$ cat src/rtl/decoder_nx2n_seq.sv
// Registered N-to-2**N decoder with thermometer, hold and auto-advancing scan modes.
// Scan index advances every DWELL enabled SCAN cycles; wrap pulses when it returns to 0.
module decoder_nx2n_seq #(
  parameter int N     = 3,
  parameter int DWELL = 1
) (
  input  logic              clk,
  input  logic              rst_n,
  input  logic              EN,
  input  logic [1:0]        mode,
  input  logic [N-1:0]      sel,
  input  logic              load,
  output logic [2**N-1:0]   y,
  output logic [N-1:0]      idx,
  output logic              wrap
);

  localparam int W  = 2**N;
  localparam int CW = (DWELL < 1) ? 1 : $clog2(DWELL + 1);

  typedef enum logic [1:0] {
    MODE_DECODE = 2'b00,
    MODE_SCAN   = 2'b01,
    MODE_THERMO = 2'b10,
    MODE_HOLD   = 2'b11
  } mode_e;

  logic [CW-1:0] cnt, cnt_nxt;
  logic [W-1:0]  y_nxt;
  logic [N-1:0]  idx_nxt;
  logic          wrap_nxt;

  function automatic logic [W-1:0] one_hot(input logic [N-1:0] i);
    logic [W-1:0] v;
    v    = '0;
    v[i] = 1'b1;
    return v;
  endfunction

  function automatic logic [W-1:0] thermo(input logic [N-1:0] i);
    logic [W-1:0] v;
    for (int b = 0; b < W; b++) v[b] = (b <= int'(i));
    return v;
  endfunction

  always_comb begin
    // NOTE: every next-state signal gets a default first so no path leaves it unassigned (no latches).
    y_nxt    = y;
    idx_nxt  = idx;
    cnt_nxt  = cnt;
    wrap_nxt = 1'b0;
    if (!EN) begin
      y_nxt = '0;
    end else begin
      case (mode_e'(mode))
        MODE_DECODE: y_nxt = one_hot(sel);
        MODE_THERMO: y_nxt = thermo(sel);
        MODE_HOLD:   ;
        MODE_SCAN: begin
          if (load) begin
            idx_nxt = sel;
            cnt_nxt = '0;
            y_nxt   = one_hot(sel);
          end else begin
            // y shows the pre-advance index, so it trails idx by one cycle.
            y_nxt = one_hot(idx);
            if (cnt == CW'(DWELL - 1)) begin
              cnt_nxt  = '0;
              idx_nxt  = idx + N'(1);
              wrap_nxt = (idx == '1);
            end else begin
              cnt_nxt = cnt + CW'(1);
            end
          end
        end
        default: ;
      endcase
    end
  end

  // NOTE: state registers use non-blocking assignments so all of them update together at the edge.
  always_ff @(posedge clk or negedge rst_n) begin
    if (!rst_n) begin
      y    <= '0;
      idx  <= '0;
      cnt  <= '0;
      wrap <= 1'b0;
    end else begin
      y    <= y_nxt;
      idx  <= idx_nxt;
      cnt  <= cnt_nxt;
      wrap <= wrap_nxt;
    end
  end

endmodule

$ cat config.mk
export PLATFORM = sky130hd
export DESIGN_NAME = decoder_nx2n_seq
export DESIGN_NICKNAME = d
export VERILOG_FILES = /design/src/rtl/decoder_nx2n_seq.sv
export SDC_FILE = /design/constraint.sdc
export NUM_CORES = 1
export LEC_CHECK = 0
export CAP_MARGIN = 20
export CORE_UTILIZATION = 55
export CTS_BUF_LIST = sky130_fd_sc_hd__clkbuf_8
export DETAILED_ROUTE_END_ITERATION = 8
export PLACE_DENSITY = 0.87
export SLEW_MARGIN = 5
export SYNTH_ARGS = -nofsm -noshare
export SYNTH_HDL_FRONTEND = slang
export SYNTH_SLANG_ARGS = --single-unit
$ cat constraint.sdc
create_clock -name clk -period 3.88 [get_ports clk]
set_input_delay 0.388 -clock clk [delete_from_list [all_inputs] [get_ports clk]]
set_output_delay 0.388 -clock clk [all_outputs]
set_load 0.005 [all_outputs]
# After elaboration in Yosys (flattened, before gate mapping)
# Cells that the tools add are included.
dict set report op_classes {
  order_cmp 11
  n_reduce_logical 5
  n_eq_ne 5
  mux 15
  addsub 2
}
# cell count
set op_table {}
lappend op_table {{$pmux W8 S3} 1}
lappend op_table {{$mux W8} 2}
lappend op_table {{$le A3 B3 Y1 const A} 4}
lappend op_table {{$lt A3 B4 Y1 const B} 2}
lappend op_table {{$mux W1} 8}
lappend op_table {{$demux W1 S3} 2}
lappend op_table {{$ge A3 B1 Y1 const B} 2}
lappend op_table {{$le A2 B3 Y1 const A} 2}
lappend op_table {{$mux W3} 2}
lappend op_table {{$ne A4 B1 Y1 const B} 1}
lappend op_table {{$add A3 B1 Y3 const B} 1}
lappend op_table {{$eq A3 B3 Y1 const B} 1}
lappend op_table {{$le A1 B3 Y1 const A} 1}
lappend op_table {{$reduce_and A3 Y1} 1}
lappend op_table {{$eq A2 B1 Y1 const B} 1}
lappend op_table {{$eq A2 B2 Y1 const B} 1}
lappend op_table {{$logic_and A1 B1 Y1} 2}
lappend op_table {{$logic_not A2 Y1} 1}
lappend op_table {{$ne A2 B2 Y1 const B} 1}
lappend op_table {{$reduce_and A2 Y1} 1}
lappend op_table {{$add A1 B1 Y1 const B} 1}
dict set report totals {
  wordCells 42
  inputBits 9
  reg_bits 13
  output_inout_bits 12
}

# Depth between registers and ports, before layout
# Gate-level depths: netlist (run 1).
dict set report depth {
  depth_word 7
  mapped_depth 6
  mapped_depth_nobuf 5
}

# Worst setup path before layout (run 1)
# Ideal clock, no wire load.
dict set report synth_path {
  kind {input -> register}
  startpoint {input mode[0]}
  endpoint {register y[4]}
  arrival_time_ns 1.517
  slack_ns 2.242
  t_required_ns 3.758
  n_path_buf 0
  path_stages 5
  setup_time_ns 0.122
  cell_sequence {inv_1 > ha_1 > and4bb_1 > a221o_1 > a32o_1}
}
dict set report synth_between {
  elab_chain_len 3
  word_cells_on_any_way 6
  classes_between {3 x eq/ne; 2 x mux; 1 x reduce/logical}
}
# element line
set synth_lines {}
lappend synth_lines {{start: declaration} 10} ;# input logic [1:0] mode,
lappend synth_lines {{$eq A2 B1 Y1, or another cell as far along} 55} ;# case (mode_e'(mode))
lappend synth_lines {{$pmux W8 S3} 55}
lappend synth_lines {{$mux W8} 52} ;# if (!EN) begin
lappend synth_lines {{end signal: assignment} 89} ;# y <= y_nxt;
lappend synth_lines {{end: declaration} 13} ;# output logic [2**N-1:0] y,
# Parallel ways exist; a longest one is shown, timed or not.
# A chain may end at the register's enable or synchronous reset.

# Worst setup path after layout (run 1)
dict set report layout_path {
  startpoint {input mode[0]}
  endpoint {register y[7]}
}
# Same word-level chain as after synthesis.

==> impl_results.md, run 1 <==
- Flop-to-flop setup slack: 2480 ps
- Sequential cell area: 300.3 sq um
- Max frequency: roughly 430 MHz
- Pwr Density: 335.6 nW/um^2
- # setup viols final: 0
- Postcts setup bufs: 0
- Mapped Cells: 96
- Final period util: 59.48%
- Post-route design area: 1112 sq um
- Total power: 0.3733 mW
- FF+latch count, synth: 12
- Post-route DRC: 0
- Minimum clock period: 2308 ps
- Synth area leaders: dfrtp_1 (33%), ha_1 (6.9%), nand2_1 (4.6%)
- RSZ-0062 raised after global routing: false
- CORE AREA: 1524 sq um
- Cell Area, Synth: 900.9 sq um
- Status: finished clean
- Clk Latency, worst-skew pair: 240 ps
- Final slew viol count: 0
- ANT cells: 0
- Top Family by Delay on Critical Path: compound AO/OA/AOI/OAI gates
- Endpoints failing hold: 0
- Area of the die: 1804 sq um
- CTS tree: built
- Syn nets: 110
- Fillers: around 110
- Root Buffer: clkbuf_8
- Critical path capture point type: flip-flop
- Multi-input logic area: 531.8 sq um
- Share of cells above drive strength 1: 6.250%
- CP Data Arrival Time: 2430 ps
- Register area share after synthesis: 33.33%
- Crit path launch type: input pin
- Port buffer count: 20
- WP buf/inv: 2
- Most frequent cells in the layout: clkdlybuf4s50_1 (20), dfrtp_1 (12), nand2_1 (11)
- Tot GR Track Use: 28.44%
- Top-area cell type share of the netlist area: 33.33%
- Clock Path Buffers: 2
- CP max FO: 17
- Headroom to the max-slew limit: 62.03%
- CTS buffer count: 3
- RD Place Congestion: 0.8775
- Fin util: 72.99%
- Setup ws final: 1572 ps
- DR vias/cell: 6.555
- CTS Hold Bufs: 0
- Setup Total Neg Slack: 0 ps
- Reg clk slew, reported paths: 50 ps
- Dpl hpwl: 1568 um
- # nets final: 128
- Post-synth cell types: 42
- Initial Utilization: about 60%
- Num rows: 14
- Setup WS pre-CTS: ~1400 ps
- WL/cell: 17.58 um
- DR vias: 839
- DIE WIDTH: 42.47 um
- Yosys warns: 0
- Worst hold margin: 492.1 ps
- Commonest non-fill, non-tap cell in the layout: clkdlybuf4s50_1
- Max stage delay cell, worst path: o21ai_0
- Critical path class: in2reg
- Area leader, netlist: dfrtp_1
- Req. time, crit path: 4000 ps
- Leakage: around 0.47 nW
- Peak supply drop: 0.0002755 V
- Max Cap Viol: 0
- Pre-Repair DR Iteration Count: 4
- Mean Syn Cell Area: 9.384 sq um
- Tightest Hold Check Type: reg2reg
- Clk_skew: 0.2492 ps
- ANT nets after route: 0
- First-pass GRT wire length: 3946 um
- Congestion Overflow GR: 0
- CTS H-tree depth: 1
- DP Cell Count: 125
- Area grow syn2layout: 23.47%
- Routed WL: 2250 um
- Initial antenna violation count: 0
- CP peak stage delay: between 500 and 600 ps
- I/O pin count: 21
- DP Area: 1071 sq um
- Clk sinks: 12
- Post-cts resize count: 0
- Final std cells w/o fill: 128
- Largest net degree at the start of global routing: 18
- Critical path cell sequence: clkdlybuf4s50_1 -> inv_1 -> ha_1 -> o21ai_0 -> a211oi_1 -> a211o_1
- Die span in y: 42.47 um
- Worst Tran Pin Value: 563.6 ps
- Vias in the first global route: approximately 860
- Starting DRT DRC Count: 26
## worst min-delay path, cell delays in order (launching register included)
cell,delay (ps)
dfrtp_1,340
nand2_1,50
o211ai_1,70
## flip-flops by register name, summed over array words and instances, names as in the netlist
signal / count
idx: 3
y: 8
wrap: 1
## cell type report
type	instances	area share, %
timing repair buffer	20	18.00
multi-input combinational	72	47.81
clock buffer	3	3.712
tap	16	1.800
inverter	5	1.687
sequential	12	27.00
## per-layer routing
layer | part of all wire [%] | global-route usage, % | vias to the layer above | wire (um)
met2 | 48 | 48.62 | 27 | 1076
met3 | 4.4 | 2.586 | 4 | 100
li1 | - | - | 401 | -
met4 | 0.93 | 7.500 | 0 | 21
met1 | 47 | 38.27 | 407 | 1051
met5 | 0 | 0 | - | 0
## path summary, 6_finish.rpt
check | startpoint | end | depth (start not counted)
max | mode[0] | y[7] | 6
max reg2reg | idx[2] | y[4] | 3
min | y[3] | y[3] | 2
max in group asynchronous | rst_n | y[4] | 1
min reg2reg | y[3] | y[3] | 2
min in group asynchronous | rst_n | y[3] | 1
## cells in the mapped netlist
library cell  number
buf_4              1
a2111oi_1          1
buf_2              4
and3_1             1
nand3_1            3
o211a_1            1
nor3_1             1
nand2b_1           2
a221o_1            1
dfrtp_1           12
inv_1              5
and4bb_2           1
nand3b_1           1
a2111o_1           2
a211o_1            1
nor2_1             3
a32o_1             2
nand4_1            1
a41oi_1            1
nor4b_1            1
mux2i_1            2
a21oi_1            3
o21ai_0            5
a32oi_1            1
and4_4             1
buf_6              2
o211ai_1           2
and4bb_1           1
a211oi_1           1
nand2_1           11
a31oi_1            3
or3_1              1
ha_1               5
nand4_4            1
a311o_1            1
nor2b_1            3
nor3b_1            2
o31ai_1            2
a21bo_2            1
or2_0              1
o221ai_1           1
a21o_1             1
## power breakdown
| group | leakage [nW] | switching (mW) | internal [mW] |
|---|---|---|---|
| clock network | 0.0216 | 0.0434 | 0.0683 |
| registers | 0.161 | 0.0192 | 0.137 |
| logic | 0.288 | 0.0509 | 0.0541 |
## cell families after synthesis
family | synth area share, %
simple gates | 24.17
fa+ha+maj | 6.944
flops | 33.33
mux | 2.222
compound gates | 25.69
buf+inv | 7.639
No activity file was read; power rests on OpenSTA's default activity.
==> run 2: changes to the inputs <==
CORE_UTILIZATION = 51   (was 55)
PLACE_DENSITY = 0.81   (was 0.87)
clock period = 2.13 ns   (was 3.88 ns; I/O delays follow)
==> run 2 against run 1 <==
  * The run now ends with DRC left
  * First-iteration DRC count is 3.8% lower
  * Via count grew 7.4%
  * Combinational power grew 100%
  * Clock skew up 4.4 ps
  * Critical path type unchanged
  * Largest cell class unchanged
==> impl_results.md, run 2 (synthesis results as in run 1) <==
- Status: complete, but fails checks (was finished clean)
- Failing checks: DRC
- Most frequent cells in the layout: clkdlybuf4s50_1 (20), dfrtp_1 (12), nand2_1 (11), buf_4 (11) (was clkdlybuf4s50_1 (20), dfrtp_1 (12), nand2_1 (11))
- Tightest Hold Check Type: in2async (was reg2reg)
- ANT cells: 0 (unchanged)
- Largest net degree at the start of global routing: 14 (was 18)
- Congestion Overflow GR: 0 (unchanged)
- Top Family by Delay on Critical Path: compound AO/OA/AOI/OAI gates (unchanged)
- DP Cell Count: 136 (was 125)
- DIE WIDTH: 44.03 um (was 42.47 um)
- Peak supply drop: 0.0004110 V (was 0.0002755 V)
- CP Data Arrival Time: 2110 ps (was 2430 ps)
- CTS tree: built (unchanged)
- Minimum clock period: approximately 2000 ps
- Worst hold margin: 343.5 ps (was 492.1 ps)
- Headroom to the max-slew limit: 60.67% (was 62.03%)
- RD Place Congestion: 0.8658 (was 0.8775)
- WP buf/inv: 2 (unchanged)
- Max frequency: around 500 MHz
- CTS Hold Bufs: 0 (unchanged)
- I/O pin count: 21 (unchanged)
- Reg clk slew, reported paths: 60 ps (was 50 ps)
- Critical path class: in2reg (unchanged)
- Postcts setup bufs: 0 (unchanged)
- ANT nets after route: 0 (unchanged)
- Post-route DRC: 1 (was 0)
- Share of cells above drive strength 1: 14.63% (was 6.250%)
- # nets final: 139 (was 128)
- Initial antenna violation count: 0 (unchanged)
- Tot GR Track Use: 29.32% (was 28.44%)
- Met1 Usage GRT: 36.88% (was 38.27%)
- Met3 GRT Util: 6.122% (was 2.586%)
- First-pass GRT wire length: 4188 um (was 3946 um)
- CORE AREA: 1577 sq um (was 1524 sq um)
- Area of the die: 1939 sq um (was 1804 sq um)
- Post-cts resize count: 0 (unchanged)
- Pwr Density: 590.8 nW/um^2 (was 335.6 nW/um^2)
- Vias in the first global route: 915 (was 863)
- Max stage delay cell, worst path: o21ai_0 (unchanged)
- Critical path cell sequence: clkdlybuf4s50_1 -> inv_1 -> ha_1 -> o21ai_0 -> a211oi_1 -> a211o_1 (unchanged)
- DR vias/cell: 6.482 (was 6.555)
- # setup viols final: 0 (unchanged)
- Routed WL: 2406 um (was 2250 um)
- GR Layer Usage met2: 47.06% (was 48.62%)
- Area grow syn2layout: 32.64% (was 23.47%)
- RSZ-0062 raised after global routing: false (unchanged)
- Pre-Repair DR Iteration Count: 6 (was 4)
- Dpl hpwl: 1705 um (was 1568 um)
- Top reg by flops: y (unchanged)
- CTS buffer count: 3 (unchanged)
- Biggest regs: y x8, idx x3, wrap x1 (unchanged)
- Leakage: 0.5247 nW (was 0.4702 nW)
- Clk_skew: 4.613 ps (was 0.2492 ps)
- Clk sinks: 12 (unchanged)
- Worst Tran Pin Value: 588.0 ps (was 563.6 ps)
- Endpoints failing hold: 0 (unchanged)
- Commonest non-fill, non-tap cell in the layout: clkdlybuf4s50_1 (unchanged)
- Initial Utilization: 57.14% (was 59.11%)
- Port buffer count: 20 (unchanged)
- Starting DRT DRC Count: 25 (was 26)
- Most Crowded Layer GR: met2 (unchanged)
- Clk Latency, worst-skew pair: 240 ps (about the same)
- WL/cell: 17.31 um (was 17.58 um)
- Root Buffer: clkbuf_8 (unchanged)
- Num rows: 14 (unchanged)
- Final period util: 93.32%
- Largest register FFs: 8 (unchanged)
- Die span in y: 44.03 um (was 42.47 um)
- Critical path capture point type: flip-flop (unchanged)
- CP max FO: 13 (was 17)
- CP peak stage delay: 520 ps (was 560 ps)
- Req. time, crit path: 2250 ps (was 4000 ps)
- CTS H-tree depth: 1 (unchanged)
- DR vias: 901 (was 839)
- Clock Path Buffers: 2 (unchanged)
- Final std cells w/o fill: 139 (was 128)
- Crit path launch type: input pin (unchanged)
- Final slew viol count: 0 (unchanged)
- Max Cap Viol: 0 (unchanged)
-- run 2: cell count changes in the layout (fill, tap and decap cells not counted) --
cell   delta
buf_4    +11
-- run 2: worst paths after layout --
| kind | start | slack (ps) | cells after the start | to |
|---|---|---|---|---|
| setup reg to reg | idx[0] | 750 | 3 | y[6] |
| hold reg to reg | y[7] | 480 | 1 | y[7] |
| max in group asynchronous | rst_n | 1390 | 1 | y[7] |
| setup / recovery | mode[0] | 140 | 6 | y[7] |
| hold / removal | rst_n | 340 | 1 | y[1] |
| min in group clk | y[7] | 480 | 1 | y[7] |
-- run 2: worst reg2reg max path: stages (launching register included) --
cell,delay [ps]
dfrtp_1,520
nor2b_1,170
a32o_1,270
a311o_1,310
-- run 2: metrics by stage --
stage          power (mW)  cell area [sq um]  utilization, %  TNS (ps)  setup slack, ps
5_1_grt            0.7492               1195           75.79         0            1.022
4_1_cts            0.7100               1195           75.79         0            158.5
3_3_place_gp       0.4915               1154           73.17         0            37.47
6_report           0.7059               1195           75.79         0            142.3
2_1_floorplan      0.3913              900.9               -         0            666.8
3_5_place_dp       0.4960               1154           73.17    -132.7           -96.89
-- run 2: routing by layer --
| metal | vias to the layer above | wire (um) |
|---|---|---|
| li1 | 428 | - |
| met3 | 7 | 181 |
| met5 | - | 0 |
| met1 | 427 | 1032 |
| met4 | 0 | 31 |
| met2 | 39 | 1159 |
-- run 2: cell type report --
class	instances	area [sq um]
Multi-Input combinational cell	72	531.8
Fill cell	120	381.6
Sequential cell	12	300.3
Timing Repair Buffer	31	282.8
Clock buffer	3	41.29
Tap cell	16	20.02
Inverter	5	18.77
-- run 2: report_power, final --
group	switching, mW	leakage, nW	internal [mW]
clock	0.0839	0.0216	0.125
combinational	0.0979	0.342	0.115
sequential	0.0344	0.161	0.250
total	0.216	0.525	0.490
